===== src/rtl/regbank_wr_arb.sv =====
// Round-robin write arbiter owning a shared register bank.
// One granted requester commits per cycle; the bank is read combinationally.
module regbank_wr_arb #(
  parameter int unsigned NUM_REQ    = 4,
  parameter int unsigned DATA_WIDTH = 32,
  parameter int unsigned DEPTH      = 8,
  parameter int unsigned ADDR_WIDTH = $clog2(DEPTH)
) (
  input  logic                             clk_i,
  input  logic                             rst_n_i,
  input  logic [NUM_REQ-1:0]               req_i,
  input  logic [NUM_REQ*ADDR_WIDTH-1:0]    addr_i,
  input  logic [NUM_REQ*DATA_WIDTH-1:0]    dat_i,
  output logic [NUM_REQ-1:0]               gnt_o,
  input  logic                             freeze_i,
  input  logic [ADDR_WIDTH-1:0]            raddr_i,
  output logic [DATA_WIDTH-1:0]            rdat_o,
  output logic                             wr_vld_o,
  output logic [$clog2(NUM_REQ)-1:0]       wr_idx_o,
  output logic [ADDR_WIDTH-1:0]            wr_addr_o
);

  localparam int unsigned IdxWidth  = $clog2(NUM_REQ);
  localparam int unsigned CandWidth = IdxWidth + 1;

  logic [IdxWidth-1:0]   ptr_q, ptr_d;
  logic                  wr_vld_q;
  logic [IdxWidth-1:0]   wr_idx_q;
  logic [ADDR_WIDTH-1:0] wr_addr_q;
  logic [DATA_WIDTH-1:0] bank_q [DEPTH];

  logic                  gnt_vld;
  logic [IdxWidth-1:0]   gnt_idx;
  logic [CandWidth-1:0]  cand;
  logic [IdxWidth-1:0]   cand_idx;
  logic [ADDR_WIDTH-1:0] sel_addr;
  logic [DATA_WIDTH-1:0] sel_dat;

  // Scan requesters starting at ptr_q, wrapping modulo NUM_REQ; first hit wins.
  always_comb begin
    gnt_o    = '0;
    gnt_vld  = 1'b0;
    gnt_idx  = '0;
    cand     = '0;
    cand_idx = '0;
    if (rst_n_i && !freeze_i) begin
      for (int unsigned k = 0; k < NUM_REQ; k++) begin
        cand = {1'b0, ptr_q} + CandWidth'(k);
        if (cand >= CandWidth'(NUM_REQ)) begin
          cand = cand - CandWidth'(NUM_REQ);
        end
        cand_idx = cand[IdxWidth-1:0];
        if (!gnt_vld && req_i[cand_idx]) begin
          gnt_vld         = 1'b1;
          gnt_idx         = cand_idx;
          gnt_o[cand_idx] = 1'b1;
        end
      end
    end
  end

  always_comb begin
    sel_addr = addr_i[gnt_idx*ADDR_WIDTH +: ADDR_WIDTH];
    sel_dat  = dat_i[gnt_idx*DATA_WIDTH +: DATA_WIDTH];
    // Explicit wrap keeps non-power-of-two NUM_REQ in range.
    if (gnt_idx == IdxWidth'(NUM_REQ - 1)) begin
      ptr_d = '0;
    end else begin
      ptr_d = gnt_idx + 1'b1;
    end
  end

  always_ff @(posedge clk_i or negedge rst_n_i) begin
    if (!rst_n_i) begin
      ptr_q     <= '0;
      wr_vld_q  <= 1'b0;
      wr_idx_q  <= '0;
      wr_addr_q <= '0;
    end else begin
      wr_vld_q <= gnt_vld;
      if (gnt_vld) begin
        ptr_q     <= ptr_d;
        wr_idx_q  <= gnt_idx;
        wr_addr_q <= sel_addr;
      end
    end
  end

  always_ff @(posedge clk_i or negedge rst_n_i) begin
    if (!rst_n_i) begin
      for (int unsigned e = 0; e < DEPTH; e++) begin
        bank_q[e] <= '0;
      end
    end else if (gnt_vld) begin
      bank_q[sel_addr] <= sel_dat;
    end
  end

  assign rdat_o    = bank_q[raddr_i];
  assign wr_vld_o  = wr_vld_q;
  assign wr_idx_o  = wr_idx_q;
  assign wr_addr_o = wr_addr_q;

endmodule


===== config.mk =====
export PLATFORM = sky130hd
export DESIGN_NAME = regbank_wr_arb
export DESIGN_NICKNAME = d
export VERILOG_FILES = /design/src/rtl/regbank_wr_arb.sv
export SDC_FILE = /design/constraint.sdc
export NUM_CORES = 1
export LEC_CHECK = 0
export ABC_AREA = 1
export BUFFER_PORTS_ARGS = -buffer_cell sky130_fd_sc_hd__clkbuf_2
export CAP_MARGIN = 25
export CORE_AREA = 2 2 161 163
export DETAILED_ROUTE_END_ITERATION = 8
export DIE_AREA = 0 0 163 165
export GPL_ROUTABILITY_DRIVEN = 0
export PLACE_DENSITY_LB_ADDON = 0.3
export SLEW_MARGIN = 5
export SYNTH_ARGS = -nofsm -noshare
export SYNTH_HDL_FRONTEND = slang
export SYNTH_SLANG_ARGS = --single-unit

===== constraint.sdc =====
create_clock -name clk_i -period 3.6 [get_ports clk_i]
set_input_delay 0 -clock clk_i [delete_from_list [all_inputs] [get_ports clk_i]]
set_output_delay 0 -clock clk_i [all_outputs]
set_load 0.02 [all_outputs]

Word level (Yosys, flattened, before mapping). Index checks and enable logic that the tools add are counted.

$add $sub $neg: 8. Multipliers: 1. Order comparisons: 15. Equality and inequality tests: 1. Shift-type cells: 2. Mux-type cells: 52. Bitwise operators: 5. Reductions and logical operators: 13.

Operators with widths (count): 256-bit bitwise mux (1); 128-bit by 8-bit variable part select with 32-bit output (1); 32-bit binary-select mux with 3-bit select (1); 32-bit demux with 3-bit select (1); 32-bit two-way mux (3); 4-bit two-way mux (8); 2-bit two-way mux (14); 1-bit two-way mux (16); 2-bit by 3-bit less-than comparator with 1-bit output (second input constant) (4); 4-bit bitwise OR (3); 12-bit by 5-bit variable part select with 3-bit output (1); 3-bit >= comparator (second input constant) (3); 1-bit logical AND (9); 1-bit binary-select mux with 2-bit select (4); 1-bit demux with 2-bit select (4); 2-bit by 1-bit >= comparator with 1-bit output (second input constant) (4); 4-bit >= comparator (second input constant) (2); 3-bit inverter with 4-bit output (2); 2-bit by 1-bit subtractor with 2-bit output (second input constant) (4); 2-bit by 2-bit adder with 3-bit output (second input constant) (2); 1-bit logical NOT (4); 4-bit by 1-bit less-than comparator with 1-bit output (second input constant) (1); 2-bit by 2-bit multiplier with 4-bit output (second input constant) (1); 2-bit by 1-bit adder with 3-bit output (second input constant) (1); 3 further kinds (3).

Bits in registers: 264. Input bits: 150. Output and inout port bits: 42. Logic and storage cells: 109.

Longest topological paths before layout. Gate-level depths: netlist of run 1.

Depth after elaboration: 27. Gate-level depth with buffers: 20. Gate-level depth less buffers: 17.

Worst setup path before layout of run 1. No wires, ideal clock.

Kind: register to register. From: reg ptr_q[1]. To: reg bank_q[149] (netlist name). Setup time: 0.117 ns. Arrival: 2.559 ns. Data required time: 3.483 ns. Slack: 0.924 ns. Cell stages (with the launch flop): 18. Path buffers: 2. Period minus slack after synthesis: 2.676 ns. Path through: dfrtp_1 -> inv_1 -> ha_1 -> inv_2 -> nand2_1 -> nand2_2 -> nor2_4 -> nand3b_1 -> nand3_1 -> nand2_2 -> buf_2 -> nand3_1 -> nand2_1 -> nor2_2 -> nand2_1 -> clkbuf_1 -> nand2_1 -> nand2_1.

Cells in the longest elaborated chain, start to end: 27. Elaborated cells on any way between the ends: 56. Classes of those cells: add/sub: 7; mul: 1; order compare: 6; shift: 2; mux: 32; bitwise: 1; reduce/logical: 7.

Ends and longest elaborated chain: start, declared (RTL line 26) `logic [IdxWidth-1:0] ptr_q, ptr_d;`; start signal, assigned (RTL line 82) `ptr_q <= ptr_d;`; 2-bit by 3-bit >= comparator with 1-bit output / 2-bit by 1-bit subtractor with 2-bit output (equally long branches) (RTL line 49, 50); 2-bit two-way mux (RTL line 49) `if (cand >= CandWidth'(NUM_REQ)) begin`; 2-bit two-way mux (RTL line 46) `if (rst_n_i && !freeze_i) begin`; 1-bit binary-select mux with 2-bit select (RTL line 53) `if (!gnt_vld && req_i[cand_idx]) begin`; 1-bit two-way mux (not written as such) (RTL line 53); 1-bit two-way mux (RTL line 53); 1-bit two-way mux (RTL line 46); 1-bit logical NOT (RTL line 53); (+11 left out); 2-bit by 2-bit multiplier with 4-bit output (RTL line 63) `sel_addr = addr_i[gnt_idx*ADDR_WIDTH +: ADDR_WIDTH];`; 12-bit by 5-bit variable part select with 3-bit output (RTL line 63); 3-bit inverter with 4-bit output (not written as such) (RTL line 95) `bank_q[sel_addr] <= sel_dat;`; 4-bit >= comparator (not written as such) / 4-bit by 1-bit less-than comparator with 1-bit output (equally long branches) (RTL line 95); 1-bit logical AND (not written as such) (RTL line 95); 32-bit two-way mux (not written as such) (RTL line 95); 32-bit demux with 3-bit select (RTL line 95); 256-bit bitwise mux (RTL line 95); end signal, assigned by index (RTL line 95); end, declared (RTL line 30) `logic [DATA_WIDTH-1:0] bank_q [DEPTH];`.

Parallel ways exist; a longest one is shown, timed or not. The select of a mux whose other input is x is not followed. A chain may end at the register's enable or synchronous reset.

Worst setup path after layout of run 1.
From: reg ptr_q[0]. To: reg bank_q[87] (netlist name).

The elaborated chain is that of the path after synthesis.

==> results of run 1 <==
power by group through the flow:
stage	logic (mW)	clock network, mW	registers, mW
2_1_floorplan	4.16	0	4.82
3_3_place_gp	5.34	0	4.93
4_1_cts	5.54	2.74	4.95
5_1_grt	6.25	2.87	5.10
6_report	5.61	2.73	4.97
3_5_place_dp	5.50	0	4.97
through the flow:
| stage | total power, mW | hold WS, ns | instances |
|---|---|---|---|
| after floorplan | 8.98 | -0.296 | 2041 |
| final | 13.3 | 0.00468 | 2480 |
| after detailed placement | 10.5 | -0.0927 | 2430 |
| after CTS | 13.2 | 0.00668 | 2479 |
| after global placement | 10.3 | -0.0955 | 2429 |
| after global routing | 14.2 | 0.0592 | 2480 |
final timing paths:
path	slack, ns	cells after the start	start	end
max in group asynchronous	1.97	5	rst_n_i	bank_q[90]
worst max register to register	0.24	17	ptr_q[0]	bank_q[87]
worst min-delay path	0.005	5	addr_i[11]	wr_addr_o[2]
worst min register to register	0.46	2	bank_q[195]	bank_q[195]
worst max-delay path	0.24	17	ptr_q[0]	bank_q[87]
min in group asynchronous	0.06	3	rst_n_i	bank_q[233]
flip-flops by register name (all words and copies together) (netlist names):
| name | flops |
|---|---|
| bank_q | 256 |
| wr_addr_o | 3 |
| ptr_q | 2 |
| wr_idx_o | 2 |
| wr_vld_o | 1 |
cell usage after synthesis, drive strengths merged:
cell / n / area (µm²)
o21ai: 137 / 686
a22oi: 2 / 15.0
dfrtp: 264 / 6610
and2: 32 / 200
o211ai: 1 / 7.51
o21bai: 1 / 7.51
a31oi: 35 / 219
o221ai: 2 / 17.5
nand3b: 2 / 15.0
nand2: 720 / 2730
nand3: 344 / 1740
inv: 37 / 144
buf: 116 / 694
nor2: 236 / 926
a21oi: 2 / 10.0
clkinv: 1 / 3.75
ha: 8 / 100
clkbuf: 69 / 262
o22ai: 32 / 200
layout make-up:
cell class | instances | area (µm²)
inverter | 38 | 151
timing repair buffer | 249 | 1560
fill | 2150 | 8560
clock inverter | 9 | 75.1
multi-input combinational | 1554 | 6890
tap | 330 | 413
clock buffer | 36 | 779
sequential | 264 | 6610
logic make-up after synthesis:
kind of cell             synth area share
flip-flops                          0.453
adder cells (fa/ha/maj)           0.00686
AO/OA/AOI/OAI                      0.0797
AND/OR/NAND/NOR                     0.385
buffers and inverters              0.0757
worst max-delay path, stage by stage (launching register included):
cell and delay [ns]:
dfrtp_1 0.41, inv_6 0.08, ha_1 0.41, inv_2 0.06, nand2_1 0.08, nand2_2 0.07
nor2_4 0.16, nand3b_1 0.21, nand3_1 0.14, nand2_2 0.14, buf_4 0.25, nand3_1 0.10
nand2_1 0.15, nor2_4 0.14, buf_4 0.29, buf_4 0.35, nand3_1 0.14, nand2_1 0.10
layer usage:
layer  GRT usage  vias up
li1            -     6769
met5           0        -
met3      0.0442      120
met2       0.536      861
met1       0.454     6759
met4       0.145        0
what timing repair did:
action | 4_1_cts | 5_1_grt
endpoints found under the setup margin | 0 | 5
endpoints found under the hold margin | 40 | 0
hold buffers | 4 | 0
buffers inserted | 0 | 0
resized for setup | 0 | 2
==> metrics.txt, run 1 <==
crit start category register; row count between 50 and 60; flops & latches, synth 264; detailed-routed wire length on met2 between 20 and 25 mm; DP Wirelength 27.9 mm; top-level port count between 150 and 200; Max Clock Freq between 0.2 and 0.3 GHz; via count of the first global-routing pass between 10000 and 15000; Least-Margin Pin Slew just under 1 ns; highest metal layer with signal wires met4; Hold Violations, Final 0; type of element capturing the critical path register; Max-cap violations 0; Overflow after GRT 0; final setup violation count 0; leading cell type in the layout, fill and taps excluded nand2_1; Cell Pwr Density between 800 and 900 nW/µm²; Worst IR Drop VDD about 0.00044 V; detailed route wirelength on metal3 between 4 and 5 mm; Synth Net Count between 2000 and 2500; number of pins exceeding their max-slew limit in the final report 0; area grow syn2layout 13.0%; number of DRC violations after detailed routing 0; Util after Layout 0.658; Leakage 8.66 nW; CP Data Required Time between 4 and 5 ns; Layout Nets between 2000 and 2500; number of port buffers around 190; starting density of the core 0.582; TritonCTS clock tree yes; post-DR wirelength/cell approximately 18 µm; clk root buf clkbuf_16; count of synthesis-stage warnings from yosys 0; total routing resource utilization after global routing 0.333; Worst Path Arrival about 3.8 ns; initial detailed-routing violation count 1604; length of routed wiring on met1 approximately 17 mm; maximum buffer depth of the clock tree 3; final non-filler cell area between 15000 and 20000 µm²; Cell Area, Synth 14600 µm²; clock share of power 0.205; CTS H-tree lvls 1; final period demand of the worst path approximately 3.4 ns; total number of vias ~15000; wire length of the first global-routing pass between 70 and 80 mm; CP Class register to register; placed instance area 15500 µm²; post-detailed-route count of antenna-violating nets 0; min-delay worst type primary input to register; via density per instance just under 6; worst max-slew margin expressed relative to the limit 0.354; sequential element share of the synthesized area 0.453; relative contribution of combinational cells to total power 0.421; RSZ-0062 raised after global routing no; number of clock sinks roughly 260; setup TNS 0 ns; Tcrit/Tclk final 0.934; worst-case setup margin in the final layout around 0.24 ns; number of instances in the synthesized netlist about 2000; Syn Area/Cell about 7 µm²; Netlist cell types 32; area of the core 25000 µm²; router iterations before antenna repair 7; worst slack after detailed placement between 0.3 and 0.4 ns; initial antenna violation count 0; Antenna diodes 0; clock skew 0.00684 ns; clock latency of the later-clocked register in the worst-skew pair around 0.54 ns; status complete, no violations; die height 165 µm; most frequent cells in the layout nand2_1 (710), nand3_1 (341), dfrtp_1 (264); Sw Ratio 0.435; fraction of final layout cells with drive strength greater than 1 0.149; clock buffer count from CTS 27; maximum net fanout on the critical path 24; CTS clk-pin slew, worst paths ~0.060 ns; area of the die around 27000 µm²; relative contribution of sequential cells to total power 0.373; cell internal power dissipation ~7.5 mW; maximum number of pins on one net before global-route repair 83; switching power total ~5.8 mW; Die X 163 µm; routed wire length 44.0 mm
Note: power is estimated with default switching activity, not from simulation.
==> run 2, diff against run 1 <==
--- a/config.mk
+++ b/config.mk
@@ -7,10 +7,9 @@
 export LEC_CHECK = 0
 export ABC_AREA = 1
 export BUFFER_PORTS_ARGS = -buffer_cell sky130_fd_sc_hd__clkbuf_2
-export CAP_MARGIN = 25
-export CORE_AREA = 2 2 161 163
+export CORE_AREA = 2 2 190 192
 export DETAILED_ROUTE_END_ITERATION = 8
-export DIE_AREA = 0 0 163 165
+export DIE_AREA = 0 0 192 194
 export GPL_ROUTABILITY_DRIVEN = 0
 export PLACE_DENSITY_LB_ADDON = 0.3
 export SLEW_MARGIN = 5
==> metrics.txt, run 2 (synthesis gave the netlist of run 1 again) <==
Worst IR Drop VDD 0.000457 V (+4.2%); met3 Resource Use GR 0.0407 (-0.00347); number of clock sinks 264 (unchanged); router iterations before antenna repair 7 (unchanged); clock latency of the later-clocked register in the worst-skew pair 0.55 ns (about the same); total number of vias 14100 (-3.1%); post-route worst hold slack 0.0338 ns (+0.0291 ns); Tcrit/Tclk final 0.930 (-0.00413); RSZ-0062 raised after global routing no; leading cell type in the layout, fill and taps excluded nand2_1; DP Cell Count 2558 (+5.3%); Layout fillers 3584 (+67%); Sw Ratio 0.425 (-0.00939); relative contribution of combinational cells to total power 0.410 (-0.011); Setup Buffers After CTS 0 (unchanged); initial antenna violation count 0 (unchanged); clock buffer count from CTS 28 (+3.7%); worst-case setup margin in the final layout 0.253 ns (+0.0149 ns); switching power total 5.80 mW (+0.16%); number of DRC violations after detailed routing 0 (unchanged); total power draw 13.6 mW (+2.4%); Die X 192 µm (+18%); starting density of the core 0.414 (-0.168); maximum net fanout on the critical path 30 (+25%); routed wire length 45.6 mm (+3.6%); peak-usage layer in the global routing report met2; Cell Pwr Density 817 nW/µm² (+1.1%); type of element capturing the critical path register; Max-cap violations 0 (unchanged); top-level port count 192 (unchanged); final non-filler cell area 16700 µm² (+1.3%); post-detailed-route count of antenna-violating nets 0 (unchanged); Overflow after GRT 0 (unchanged); area of the die 37200 µm² (+38%); placed instance area 15700 µm² (+0.70%); DP Wirelength 28.9 mm (+3.5%); number of port buffers 191 (unchanged); clk root buf clkbuf_16; CTS clk-pin slew, worst paths 0.06 ns (about the same); total routing resource utilization after global routing 0.249 (-0.0839); via count of the first global-routing pass 13800 (-0.40%); final setup violation count 0 (unchanged); Worst Path Arrival 3.83 ns (about the same); GR Util met1 0.333 (-0.121); area of the core 35200 µm² (+41%); flip-flop count of the largest register, all copies and words added 256 (unchanged); clock share of power 0.230 (+0.025); worst max-slew margin expressed relative to the limit 0.432 (+0.0777); register ranked first by flip-flop count bank_q; Max Clock Freq 0.299 GHz (+0.44%); footprint of the multi-input gates 6890 µm² (unchanged); clock skew 0.00652 ns (-0.000314 ns); most frequent cells in the layout nand2_1 (710), nand3_1 (341), dfrtp_1 (264); cell internal power dissipation 7.84 mW (+4.1%); die height 194 µm (+18%); crit start category register; maximum number of pins on one net before global-route repair 155 (+87%); TritonCTS clock tree yes; Reg area 6610 µm² (unchanged); maximum buffer depth of the clock tree 3 (unchanged); status complete, no violations; wire length of the first global-routing pass 74.2 mm (+4.1%); setup TNS 0 ns (unchanged); Hold Violations, Final 0 (unchanged); worst slack after detailed placement 0.258 ns (-0.0630 ns); Final Instance Count excl. Fillers 2612 (+5.3%); CTS H-tree lvls 1 (unchanged); CP Class register to register; Util after Layout 0.474 (-0.184); min-delay worst type primary input to register; post-DR wirelength/cell 17.5 µm (-1.6%); relative contribution of sequential cells to total power 0.360 (-0.013); number of pins exceeding their max-slew limit in the final report 0 (unchanged); initial detailed-routing violation count 1077 (-33%); Least-Margin Pin Slew 0.852 ns (-0.115 ns); final period demand of the worst path 3.35 ns (-0.0149 ns); CP Data Required Time 4.08 ns (about the same); area grow syn2layout 14.4%; row count 69 (+19%); fraction of final layout cells with drive strength greater than 1 0.149 (about the same); Antenna diodes 0 (unchanged); Leakage 8.69 nW (+0.41%); Layout Nets 2287 (-0.22%); met2 GRT Util 0.406 (-0.130); via density per instance 5.38 (-8.0%)
[run 2: cell types whose count changed in the layout (fill, tap and decap cells not counted), sizes merged]
| cell | change |
|---|---|
| buf | -5 |
| bufinv | +3 |
| clkbuf | +5 |
| clkinvlp | -2 |
| dlygate4sd3 | -1 |
| inv | +1 |
[run 2: layout make-up]
type                    count  share of cell area
multi-input cells        1554               0.413
flip-flops and latches    264               0.396
repair buffers            243              0.0870
clock buffers              41              0.0510
well taps                 461              0.0346
clock inverters            11             0.00952
inverters                  38             0.00907
[run 2: final timing paths]
kind / startpoint / end / slack [ns] / cells after the start
setup / recovery: ptr_q[0] / bank_q[14] / 0.25 / 16
hold / removal: addr_i[7] / wr_addr_o[1] / 0.03 / 5
setup reg to reg: ptr_q[0] / bank_q[14] / 0.25 / 16
hold reg to reg: bank_q[147] / bank_q[147] / 0.46 / 2
max in group asynchronous: rst_n_i / bank_q[196] / 1.23 / 5
min in group asynchronous: rst_n_i / bank_q[106] / 0.31 / 3
[run 2: power groups by stage]
stage / clock network [mW] / logic, mW / registers, mW
CTS: 3.17 / 5.56 / 4.91
global route: 3.31 / 6.26 / 5.07
detailed placement: 0 / 5.55 / 4.94
finish: 3.14 / 5.59 / 4.91
floorplan: 0 / 4.16 / 4.82
global placement: 0 / 5.43 / 4.92
[run 2: per-layer routing]
layer,vias to the layer above,share of wire
met3,108,0.077
met4,0,0.037
met2,565,0.46
met1,6627,0.42
li1,6756,-
met5,-,0
[run 2: critical path, cell delays in order, from the launching register on]
cell	delay, ns
dfrtp_1	0.41
inv_6	0.08
ha_1	0.41
inv_2	0.06
nand2_1	0.08
nand2_2	0.07
nor2_4	0.17
nand3_2	0.09
nand2_2	0.16
inv_2	0.09
nand2_2	0.22
buf_4	0.33
nand2_1	0.09
nand3_1	0.07
and2_0	0.65
nand3_1	0.17
nand2_1	0.10
[run 2: timing repair]
| item | in CTS | in global routing |
|---|---|---|
| gates resized for setup | 0 | 3 |
| setup endpoints to repair | 0 | 42 |
| endpoints found under the hold margin | 57 | 0 |
| hold buffers | 2 | 0 |
==> run 3, diff against run 2 <==
==> constraint.sdc (replaced) <==
create_clock -name clk_i -period 4.3 [get_ports clk_i]
set_input_delay 0 -clock clk_i [delete_from_list [all_inputs] [get_ports clk_i]]
set_output_delay 0 -clock clk_i [all_outputs]
set_load 0.02 [all_outputs]
==> metrics.txt, run 3 (synthesis gave the netlist of run 1 again) <==
CTS clk-pin slew, worst paths 0.06 ns (about the same); cell internal power dissipation 6.35 mW (-19%); router iterations before antenna repair 5 (-2); Layout Nets 2284 (-0.13%); number of pins exceeding their max-slew limit in the final report 0 (unchanged); Cell Pwr Density 677 nW/µm² (-17%); TritonCTS clock tree yes; switching power total 4.83 mW (-17%); maximum net fanout on the critical path 24 (-20%); CP Data Required Time 4.73 ns (+0.65 ns); detailed route wirelength on metal3 3.11 mm (-11%); Max Clock Freq 0.260 GHz (-13%); crit start category register; clock share of power 0.216 (-0.014); Hold Violations, Final 0 (unchanged); most frequent cells in the layout nand2_1 (710), nand3_1 (341), dfrtp_1 (264); final setup violation count 0 (unchanged); maximum buffer depth of the clock tree 3 (unchanged); initial detailed-routing violation count 1072 (-0.46%); wire length of the first global-routing pass 72.8 mm (-1.9%); via count of the first global-routing pass 13600 (-1.5%); setup slack, reg-to-reg 0.45 ns (+0.20 ns); clock latency of the later-clocked register in the worst-skew pair 0.55 ns (about the same); top-level port count 192 (unchanged); Least-Margin Pin Slew 1.01 ns (+0.156 ns); area of the die 37200 µm² (unchanged); setup TNS 0 ns (unchanged); clock buffer count from CTS 28 (unchanged); row count 69 (unchanged); total routing resource utilization after global routing 0.245 (-0.00407); Sw Ratio 0.432 (+0.00695); area of the core 35200 µm² (unchanged); length of routed wiring on met1 19.5 mm (+1.4%); starting density of the core 0.414 (unchanged); Util after Layout 0.469 (-0.00469); reg2reg end bank_q[192]; DP Wirelength 28.4 mm (-1.6%); via density per instance 5.41 (+0.47%); R2R depth 15 (-1); total number of vias 14100 (+0.31%); number of port buffers 191 (unchanged); Reg2Reg Launch Point ptr_q[1]; final period demand of the worst path 3.85 ns (+0.498 ns); min-delay src addr_i[11]; CP Class register to register; initial antenna violation count 0 (unchanged); routed wire length 45.4 mm (-0.38%); relative contribution of sequential cells to total power 0.370 (+0.010); Tcrit/Tclk final 0.894 (-0.0356); leading cell type in the layout, fill and taps excluded nand2_1; CTS H-tree lvls 1 (unchanged); Post-CTS Resized 0 (unchanged); Antenna diodes 0 (unchanged); status complete, no violations; Overflow after GRT 0 (unchanged); area grow syn2layout 13.3%; Leakage 8.61 nW (-0.92%); detailed-routed wire length on met2 21.2 mm (+0.13%); hold depth 5 (unchanged); die height 194 µm (unchanged); post-detailed-route count of antenna-violating nets 0 (unchanged); post-DR wirelength/cell 17.4 µm (-0.22%); Max-cap violations 0 (unchanged); Die X 192 µm (unchanged); register ranked first by flip-flop count bank_q; worst max-slew margin expressed relative to the limit 0.328 (-0.104); clock skew 0.0126 ns (+0.00605 ns); relative contribution of combinational cells to total power 0.414 (+0.004); flip-flop count of the largest register, all copies and words added 256 (unchanged); RSZ-0062 raised after global routing no; Min-Delay Endpoint wr_addr_o[2]; maximum number of pins on one net before global-route repair 91 (-41%); clk root buf clkbuf_16; fraction of final layout cells with drive strength greater than 1 0.145 (-0.00345); Worst IR Drop VDD 0.000342 V (-25%); number of DRC violations after detailed routing 0 (unchanged); type of element capturing the critical path register; number of clock sinks 264 (unchanged); Worst Path Arrival 4.28 ns (+0.45 ns); highest metal layer with signal wires met4; min-delay worst type primary input to register
-- run 3: power groups by stage --
stage	clock network (mW)	registers (mW)	logic, mW
final	2.41	4.14	4.63
after global routing	2.54	4.27	5.18
after CTS	2.44	4.13	4.61
after detailed placement	0	4.17	4.60
after global placement	0	4.13	4.51
after floorplan	0	4.04	3.48
-- run 3: layout make-up --
type                            instances  area [µm²]
Clock buffer                           43         848
Tap cell                              461         577
Multi-Input combinational cell       1554        6890
Sequential cell                       264        6610
Timing Repair Buffer                  240        1380
Fill cell                            3563       18700
Inverter                               38         149
Clock inverter                          8        68.8
-- run 3: what timing repair did --
action,in CTS,in global routing
setup buffers,0,0
hold endpoints to repair,56,0
hold buffers,3,0
-- run 3: metal layers --
layer  global-route usage  vias to the layer above
met5                    0                        -
met4               0.0941                        0
met3               0.0331                       90
met2                0.394                      574
met1                0.335                     6677
li1                     -                     6759
-- run 3: per-stage QoR --
step	total power, mW	instances	hold slack [ns]	setup slack [ns]	area (µm²)
after floorplan	7.52	2041	-0.296	1.62	14600
after global placement	8.64	2554	-0.0176	0.610	15600
after detailed placement	8.77	2554	-0.0227	0.466	15600
after CTS	11.2	2608	0.00382	0.448	16500
after global routing	12.0	2608	0.0452	0.0383	16500
final	11.2	2608	0.00842	0.455	16500
-- run 3: worst max-delay path by stage --
stage	from	cells after the start	end	slack, ns
4_1_cts	ptr_q[1]	15	bank_q[192]	0.45
3_3_place_gp	ptr_q[1]	16	bank_q[179]	0.61
5_1_grt	ptr_q[1]	18	bank_q[237]	0.04
3_5_place_dp	ptr_q[1]	15	bank_q[212]	0.47
6_report	ptr_q[1]	15	bank_q[192]	0.45
2_1_floorplan	ptr_q[1]	17	bank_q[149]	1.62
-- run 3: worst max-delay path, cell delays in order (launching register included) --
cell and delay [ns]:
dfrtp_1 0.51, inv_1 0.23, ha_1 0.45, nand3_1 0.10, o21ai_1 0.14, nand3b_1 0.22
nand3_1 0.12, nand2_2 0.38, inv_2 0.30, nand3_1 0.16, nand2_1 0.14, nor2_4 0.39
nand2_1 0.14, buf_4 0.28, nand2_1 0.10, nand2_1 0.06
